$ cat config.mk
export PLATFORM = sky130hd
export DESIGN_NAME = spi_slave
export DESIGN_NICKNAME = d
export VERILOG_FILES = /design/src/rtl/spi_slave.sv
export SDC_FILE = /design/constraint.sdc
export NUM_CORES = 1
export LEC_CHECK = 0
export ABC_AREA = 1
export CAP_MARGIN = 5
export CORE_UTILIZATION = 40
export DETAILED_ROUTE_END_ITERATION = 8
export SLEW_MARGIN = 20
export SYNTH_ARGS = -nofsm -noshare
export SYNTH_HDL_FRONTEND = slang
export SYNTH_SLANG_ARGS = --single-unit
export TNS_END_PERCENT = 50
$ cat constraint.sdc
create_clock -name clk -period 3.8 [get_ports clk]
set_input_delay 0.76 -clock clk [delete_from_list [all_inputs] [get_ports clk]]
set_output_delay 0.76 -clock clk [all_outputs]
set_load 0.02 [all_outputs]
$ cat src/rtl/spi_slave.sv
// SPI slave for CPHA=0 links (mode 0 / mode 2): pins are oversampled in the clk domain,
// MOSI words are deserialised with their D/C flag and a preloaded response is shifted out on MISO.
module spi_slave #(
    parameter int CPOL        = 0,
    parameter int DATA_WIDTH  = 8,
    parameter int MSB_FIRST   = 1,
    parameter int SYNC_STAGES = 2
) (
    input  logic                  clk,
    input  logic                  arst,
    input  logic                  ncs_pin,
    input  logic                  clk_pin,
    input  logic                  mosi_pin,
    input  logic                  dc_pin,
    output logic                  miso_pin,
    output logic                  miso_oe,
    input  logic [DATA_WIDTH-1:0] tx_data,
    input  logic                  tx_load,
    output logic                  tx_ready,
    output logic                  tx_underrun,
    output logic [DATA_WIDTH-1:0] rx_data,
    output logic                  rx_dc,
    output logic                  rx_valid,
    output logic                  spi_busy,
    output logic                  state_dbg
);

    localparam int   CW        = $clog2(DATA_WIDTH + 1);
    localparam logic SCLK_IDLE = (CPOL != 0);

    typedef enum logic {S_IDLE, S_SHIFT} state_e;

    // TX handshake: tx_load is taken only while tx_ready (holding register empty) is high;
    // tx_ready falls the cycle after acceptance and rises the cycle after the shifter takes the word.

    logic [SYNC_STAGES-1:0] ncs_sync_q, sclk_sync_q, mosi_sync_q, dc_sync_q;
    logic                   ncs_s, sclk_s, mosi_s, dc_s;

    always_ff @(posedge clk or posedge arst) begin
        if (arst) begin
            ncs_sync_q  <= '1;
            sclk_sync_q <= {SYNC_STAGES{SCLK_IDLE}};
            mosi_sync_q <= '0;
            dc_sync_q   <= '0;
        end else begin
            ncs_sync_q  <= {ncs_sync_q[SYNC_STAGES-2:0], ncs_pin};
            sclk_sync_q <= {sclk_sync_q[SYNC_STAGES-2:0], clk_pin};
            mosi_sync_q <= {mosi_sync_q[SYNC_STAGES-2:0], mosi_pin};
            dc_sync_q   <= {dc_sync_q[SYNC_STAGES-2:0], dc_pin};
        end
    end

    assign ncs_s  = ncs_sync_q[SYNC_STAGES-1];
    assign sclk_s = sclk_sync_q[SYNC_STAGES-1];
    assign mosi_s = mosi_sync_q[SYNC_STAGES-1];
    assign dc_s   = dc_sync_q[SYNC_STAGES-1];

    // Edge flags are registered; data and D/C are registered alongside so they stay aligned.
    logic ncs_prev_q, sclk_prev_q;
    logic ncs_fall_q, ncs_rise_q, lead_q, trail_q, mosi_smp_q, dc_smp_q;

    always_ff @(posedge clk or posedge arst) begin
        if (arst) begin
            ncs_prev_q  <= 1'b1;
            sclk_prev_q <= SCLK_IDLE;
            ncs_fall_q  <= 1'b0;
            ncs_rise_q  <= 1'b0;
            lead_q      <= 1'b0;
            trail_q     <= 1'b0;
            mosi_smp_q  <= 1'b0;
            dc_smp_q    <= 1'b0;
        end else begin
            ncs_prev_q  <= ncs_s;
            sclk_prev_q <= sclk_s;
            ncs_fall_q  <= ncs_prev_q & ~ncs_s;
            ncs_rise_q  <= ~ncs_prev_q & ncs_s;
            lead_q      <= (sclk_prev_q != sclk_s) && (sclk_s != SCLK_IDLE);
            trail_q     <= (sclk_prev_q != sclk_s) && (sclk_s == SCLK_IDLE);
            mosi_smp_q  <= mosi_s;
            dc_smp_q    <= dc_s;
        end
    end

    function automatic logic wire_bit(input logic [DATA_WIDTH-1:0] v);
        return (MSB_FIRST != 0) ? v[DATA_WIDTH-1] : v[0];
    endfunction

    state_e                state_q, state_d;
    logic [DATA_WIDTH-1:0] tx_sr_q, tx_sr_d, rx_sr_q, rx_sr_d;
    logic [DATA_WIDTH-1:0] rx_data_q, rx_data_d, hold_q, hold_d;
    logic                  hold_full_q, hold_full_d;
    logic                  rx_dc_q, rx_dc_d, rx_valid_q, rx_valid_d;
    logic                  miso_q, miso_d, oe_q, oe_d, underrun_q, underrun_d;
    logic [CW-1:0]         bit_cnt_q, bit_cnt_d;
    logic                  reload;
    logic [DATA_WIDTH-1:0] reload_word, rx_shifted, tx_shifted;

    always_comb begin
        state_d     = state_q;
        tx_sr_d     = tx_sr_q;
        rx_sr_d     = rx_sr_q;
        rx_data_d   = rx_data_q;
        rx_dc_d     = rx_dc_q;
        rx_valid_d  = 1'b0;
        hold_d      = hold_q;
        hold_full_d = hold_full_q;
        miso_d      = miso_q;
        oe_d        = oe_q;
        underrun_d  = 1'b0;
        bit_cnt_d   = bit_cnt_q;
        reload      = 1'b0;
        reload_word = '0;

        rx_shifted = (MSB_FIRST != 0) ? {rx_sr_q[DATA_WIDTH-2:0], mosi_smp_q}
                                      : {mosi_smp_q, rx_sr_q[DATA_WIDTH-1:1]};
        tx_shifted = (MSB_FIRST != 0) ? {tx_sr_q[DATA_WIDTH-2:0], 1'b0}
                                      : {1'b0, tx_sr_q[DATA_WIDTH-1:1]};

        case (state_q)
            S_IDLE: begin
                if (ncs_fall_q) begin
                    reload    = 1'b1;
                    oe_d      = 1'b1;
                    bit_cnt_d = '0;
                    rx_sr_d   = '0;
                    state_d   = S_SHIFT;
                end
            end
            S_SHIFT: begin
                // A chip-select release outranks a coincident sampling edge.
                if (ncs_rise_q) begin
                    state_d   = S_IDLE;
                    oe_d      = 1'b0;
                    miso_d    = 1'b0;
                    bit_cnt_d = '0;
                end else if (lead_q) begin
                    rx_sr_d = rx_shifted;
                    if (bit_cnt_q == CW'(DATA_WIDTH - 1)) begin
                        rx_data_d  = rx_shifted;
                        rx_dc_d    = dc_smp_q;
                        rx_valid_d = 1'b1;
                        bit_cnt_d  = '0;
                    end else begin
                        bit_cnt_d = bit_cnt_q + CW'(1);
                    end
                end else if (trail_q) begin
                    if (bit_cnt_q != '0) begin
                        tx_sr_d = tx_shifted;
                        miso_d  = wire_bit(tx_shifted);
                    end else begin
                        reload = 1'b1;
                    end
                end
            end
            default: state_d = S_IDLE;
        endcase

        // Empty holding register at reload time: a same-cycle tx_load bypasses straight in.
        if (reload) begin
            if (hold_full_q) begin
                reload_word = hold_q;
                hold_full_d = 1'b0;
            end else if (tx_load) begin
                reload_word = tx_data;
            end else begin
                underrun_d = 1'b1;
            end
            tx_sr_d = reload_word;
            miso_d  = wire_bit(reload_word);
        end else if (tx_load && !hold_full_q) begin
            hold_d      = tx_data;
            hold_full_d = 1'b1;
        end
    end

    always_ff @(posedge clk or posedge arst) begin
        if (arst) begin
            state_q     <= S_IDLE;
            tx_sr_q     <= '0;
            rx_sr_q     <= '0;
            rx_data_q   <= '0;
            rx_dc_q     <= 1'b0;
            rx_valid_q  <= 1'b0;
            hold_q      <= '0;
            hold_full_q <= 1'b0;
            miso_q      <= 1'b0;
            oe_q        <= 1'b0;
            underrun_q  <= 1'b0;
            bit_cnt_q   <= '0;
        end else begin
            state_q     <= state_d;
            tx_sr_q     <= tx_sr_d;
            rx_sr_q     <= rx_sr_d;
            rx_data_q   <= rx_data_d;
            rx_dc_q     <= rx_dc_d;
            rx_valid_q  <= rx_valid_d;
            hold_q      <= hold_d;
            hold_full_q <= hold_full_d;
            miso_q      <= miso_d;
            oe_q        <= oe_d;
            underrun_q  <= underrun_d;
            bit_cnt_q   <= bit_cnt_d;
        end
    end

    assign miso_pin    = miso_q;
    assign miso_oe     = oe_q;
    assign tx_ready    = ~hold_full_q;
    assign tx_underrun = underrun_q;
    assign rx_data     = rx_data_q;
    assign rx_dc       = rx_dc_q;
    assign rx_valid    = rx_valid_q;
    assign spi_busy    = ~ncs_s;
    assign state_dbg   = (state_q == S_SHIFT);

endmodule

* Yosys cells after proc, flatten, opt, wreduce, memory -nomap -nowiden
Index checks and enable logic that the tools add are counted.
** Word-level totals
- Register bits after elaboration :: 57
- Bits of input ports :: 15
- Output and inout port bits :: 16
** Cells by class
- Add/subtract/negate cells :: 1
- Equality and inequality tests :: 10
- Mux-type cells :: 43
- Bitwise logic cells :: 9
- Reduce and logical (&&, ||, !) cells :: 18
** Operators with widths (number)
- $mux W7 :: 9
- $mux W1 :: 23
- $mux W4 :: 4
- $mux W8 :: 2
- $pmux W7 S2 :: 1
- $ne A2 B2 Y1 const B :: 4
- $pmux W4 S2 :: 1
- $reduce_and A4 Y1 :: 2
- $reduce_bool A2 Y1 :: 4
- $not A1 Y1 :: 7
- $pmux W1 S2 :: 3
- $reduce_and A2 Y1 :: 3
- $reduce_bool A3 Y1 :: 2
- $reduce_and A5 Y1 :: 1
- $add A4 B1 Y4 const B :: 1
- $eq A4 B3 Y1 const B :: 1
- $ne A2 B1 Y1 const B :: 2
- $reduce_bool A4 Y1 :: 1
- $logic_and A1 B1 Y1 :: 3
- $ne A3 B2 Y1 const B :: 1
- $ne A3 B3 Y1 const B :: 1
- $reduce_and A3 Y1 :: 1
- $and A1 B1 Y1 :: 2
- $logic_not A1 Y1 :: 1
- $ne A1 B1 Y1 :: 1

* Depth between registers and ports, before layout
- Depth in word-level cells :: 8
- Mapped depth :: 10

* Least setup slack after synthesis
OpenSTA, ideal clock, no wires.
- Path type :: input to register
- From :: in tx_load
- To :: reg miso_q, in the netlist miso_pin
- Setup time :: 116 ps
- Arrival :: 1304 ps
- Data required time :: 3684 ps
- Slack :: 2379 ps
- Stages on the path :: 8
- Buffers on the path :: 0
- Path through :: nand2_1 inv_2 nand2_1 o21ai_0 nand2_1 nand2_1 nand2_1 nand2_1
** Between the ends
- Longest elaborated chain between the ends :: 3
** Ends and longest elaborated chain
- start, declared :: line 18 : input logic tx_load,
- $mux W8 :: line 163 : end else if (tx_load) begin
- $mux W8 :: line 160 : if (hold_full_q) begin
- $mux W1 :: line 159 : if (reload) begin
- end signal, assigned :: line 199 : miso_q <= miso_d;
- end, declared :: line 93 : logic miso_q, miso_d, oe_q, oe_d, underrun_q, underrun_d;
No other way between the ends.
A chain may end at the register's enable or synchronous reset.

* Worst setup path in the final report
- From :: reg hold_full_q
- To :: out tx_ready
** Between the ends
- Longest elaborated chain between the ends :: 1
** Ends and longest elaborated chain
- start, declared :: line 91 : logic hold_full_q, hold_full_d;
- start signal, assigned :: line 198 : hold_full_q <= hold_full_d;
- $not A1 Y1 :: line 208 : assign tx_ready = ~hold_full_q;
- end, declared :: line 19 : output logic tx_ready,
No other way between the ends.

==> out/qor.txt <==
========================================================================================
Post-CTS setup repair buffer count                                                     0
Final-stage net count                                                                310
Router iterations before antenna repair                                                4
Total I/O pin count                                                                   31
F_max                                                                            439 MHz
Source of the worst hold timing path                                        sclk_sync_q[0]
Tightest Hold Check Type                                                      reg -> reg
Post-Layout Inst Area                                                       0.00293 sq mm
Category of cells accounting for the largest share of critical-path delay   buffers and inverters
Worst skew pair latency                                                          0.33 ns
Worst rel slew slack                                                               0.529
Routability cong.                                                                  0.767
Syn Inst Count                                                                       254
Die X-Extent                                                                     79.0 um
Count of vias placed by the detailed router                                        1,713
Via-to-Cell Ratio                                                                   4.63
Area fraction of the dominant cell type after synthesis                            0.570
Area of the die                                                             0.00624 sq mm
TritonCTS clock tree                                                               built
Unique masters post-synth                                                             24
Reg2reg start                                                               bit_cnt_q[0]
Cell breakdown of the critical path                                         inv_2 -> clkdlybuf4s50_1
Number of DRC markers after the initial detailed-route iteration                      96
Synthesized-area fraction occupied by and/or/nand/nor cells                        0.213
Sw Ratio                                                                           0.325
Number of antenna repair diodes                                                        0
Commonest non-fill, non-tap cells in the layout                             sky130_fd_sc_hd__nand2_1, sky130_fd_sc_hd__dfrtp_1, sky130_fd_sc_hd__inv_1, sky130_fd_sc_hd__clkdlybuf4s50_1, sky130_fd_sc_hd__o21ai_0
XOR/XNOR share of the synthesized area                                                 0
Initial core utilization                                                           0.423
First-pass GRT wire length                                                       7220 um
Rows                                                                                  27
Worst Hold End                                                              sclk_sync_q[1]
Total gr overflow                                                                      0
Final min period                                                                 2.28 ns
Pleak                                                                            1.43 nW
CTS Root Cell                                                               sky130_fd_sc_hd__clkbuf_8
CTS buffer count                                                                       9
Die outline height                                                               79.0 um
Post-Synth Adder-Cell Area                                                        0.0106
Critical Path Start Type                                                            flop
Share of synthesized area occupied by flip-flops and latches                       0.603
Worst hold stages                                                                      0
Maximum number of pins on one net before global-route repair                          58
CP Buf/Inv Count                                                                       2
Maximum ir drop on the vdd rail                                               0.000379 V
Global routing usage summed across all routing layers                              0.155
Setup repair after global routing missed its margin                                   no
Post-DRT Antenna Nets                                                                  0
Maximum root-to-sink buffer count                                                      2
Clock Sink Count                                                                      57
Max-Cap Viols                                                                          0
Relative contribution of the clock network to total power                          0.306
Final number of setup-violating endpoints                                              0
Type of element capturing the critical path                                 primary output
Dpl hpwl                                                                         2730 um
Core Footprint                                                              0.00561 sq mm
Post-cts resize count                                                                  0
Share of layout cells above drive strength 1                                       0.131
Actual slew at the worst max-slew pin                                           0.706 ns
Commonest non-fill, non-tap cell in the layout                              sky130_fd_sc_hd__nand2_1
Worst Reg-to-Reg Cells                                                                 7
Crit path required time                                                          3.04 ns
Sum of negative setup slack                                                         0 ns
Net switching component of the power                                              582 uW
Total of hold buffers inserted after clock tree synthesis                              0
Routed length per instance                                                       11.1 um
Net count of the mapped netlist                                                      271
Main area contributors after synthesis                                      sky130_fd_sc_hd__dfrtp_1, sky130_fd_sc_hd__nand2_1, sky130_fd_sc_hd__inv_1
Max Slew Vio Count                                                                     0
Count of H-tree levels built during CTS                                                3
Layout Skew                                                                   0.00706 ns
DRC violation count after routing                                                      0
Clock slew seen by the registers of the worst setup and hold paths               0.07 ns
Main combinational cell family by area after synthesis                      simple AND/OR/NAND/NOR gates
Classification of the worst setup path                                        reg -> out
Placed Area                                                                 0.00274 sq mm
Flip-flop and latch count after synthesis                                             57
Slowest stage cell, crit path                                               sky130_fd_sc_hd__clkdlybuf4s50_1
Largest stage delay on the critical path                                         0.63 ns
Setup slack, reg-to-reg                                                          2.24 ns
Max Fanout on Critical Path                                                           10
Avg Synthesized Cell Area                                                     9.33 sq um
Data arrival time of the critical path                                           1.52 ns
Combinational share of power                                                       0.252
Tcrit/Tclk final                                                                   0.600
Fraction of the mapped netlist area in compound gates                             0.0960
Multiplexer share of the synthesized area                                              0
Power per cell area                                                          610 mW/mm^2
Design internal power                                                            1.21 mW
Status                                                                         completed
Buffers added on ports                                                                30
Total detailed-routing wirelength                                                4110 um
P&R area growth vs syn                                                             23.5%
Proportion of power drawn by flip-flops and latches                                0.443
Mapped cell area                                                            0.00237 sq mm
Initial antenna violation count                                                        0
Cell accounting for the most synthesized area                               sky130_fd_sc_hd__dfrtp_1
Via count of the first global-routing pass                                         1,612
Final Hold Viols                                                                       0
Crit Reg-Reg Endpoint                                                          hold_q[5]
Number of warnings printed during yosys synthesis                                      0
========================================================================================
power groups by stage:
| stage | clock [mW] | combinational, mW | sequential, mW |
|---|---|---|---|
| 5_1_grt | 0.583 | 0.519 | 0.807 |
| 4_1_cts | 0.560 | 0.458 | 0.792 |
| 2_1_floorplan | 0 | 0.315 | 0.807 |
| 3_5_place_dp | 0 | 0.454 | 0.801 |
| 3_3_place_gp | 0 | 0.448 | 0.800 |
| 6_report | 0.546 | 0.450 | 0.791 |
cell usage after synthesis:
cell type and instances:
sky130_fd_sc_hd__inv_1 35, sky130_fd_sc_hd__nor3_2 2, sky130_fd_sc_hd__a21oi_1 3, sky130_fd_sc_hd__nor3_1 1, sky130_fd_sc_hd__nand2_2 2, sky130_fd_sc_hd__nor3b_1 1, sky130_fd_sc_hd__ha_1 2, sky130_fd_sc_hd__dfstp_2 3
sky130_fd_sc_hd__inv_2 5, sky130_fd_sc_hd__o21ai_0 17, sky130_fd_sc_hd__nand3_2 3, sky130_fd_sc_hd__o21bai_4 1, sky130_fd_sc_hd__a22oi_1 2, sky130_fd_sc_hd__o21ai_1 10, sky130_fd_sc_hd__o22ai_1 7, sky130_fd_sc_hd__dfrtp_1 54
sky130_fd_sc_hd__nand2_4 1, sky130_fd_sc_hd__nor2_4 2, sky130_fd_sc_hd__nor2_1 14, sky130_fd_sc_hd__nor2_2 2, sky130_fd_sc_hd__nand2_1 74, sky130_fd_sc_hd__buf_6 3, sky130_fd_sc_hd__nand3_1 9, sky130_fd_sc_hd__nand3b_1 1
cell families (layout without fill, tap and decap cells):
family | Yosys count | after routing
DFF | 57 | 57
AOI/OAI and AO/OA | 40 | 40
buffers and inverters | 43 | 87
and+or+nand+nor | 112 | 112
adders and majority gates | 2 | 2
through the flow:
stage          power, mW  hold slack, ns  instances  setup WS [ns]   util
4_1_cts             1.81           0.350        370           1.51  0.522
6_report            1.79           0.349        370           1.52  0.522
3_3_place_gp        1.25           0.332        354           1.80  0.488
2_1_floorplan       1.12           0.331        254           1.65      -
5_1_grt             1.91           0.354        370           1.48  0.522
3_5_place_dp        1.25           0.335        354           1.76  0.488
routing by layer:
layer	global-route usage	wire length [um]
met5	0	0
met1	0.211	2100
met4	0.0982	110
met2	0.222	1750
met3	0.0345	145
layout make-up:
type | count | area, sq um
repair buffers | 31 | 308
clock buffers | 9 | 124
fillers | 534 | 2680
well taps | 72 | 90.1
multi-input cells | 154 | 757
inverters | 40 | 150
flip-flops and latches | 57 | 1430
clock inverters | 7 | 70.1
registers in the layout, indices dropped and copies added, names as in the netlist, 2 cells and up:
signal,cells
bit_cnt_q,4
dc_sync_q,2
hold_q,8
mosi_sync_q,2
ncs_sync_q,2
rx_data,8
rx_sr_q,7
sclk_sync_q,2
tx_sr_q,7
how the worst max path moves through the flow:
stage                start      endpoint  slack (ns)  cells past startpoint
2_1_floorplan         arst  bit_cnt_q[0]        1.65                      1
3_3_place_gp       tx_load    tx_sr_q[2]        1.80                      9
3_5_place_dp       tx_load    tx_sr_q[2]        1.76                      9
4_1_cts        hold_full_q      tx_ready        1.51                      2
5_1_grt        hold_full_q      tx_ready        1.48                      2
6_report       hold_full_q      tx_ready        1.52                      2
Power figures use the tool's default switching activity.
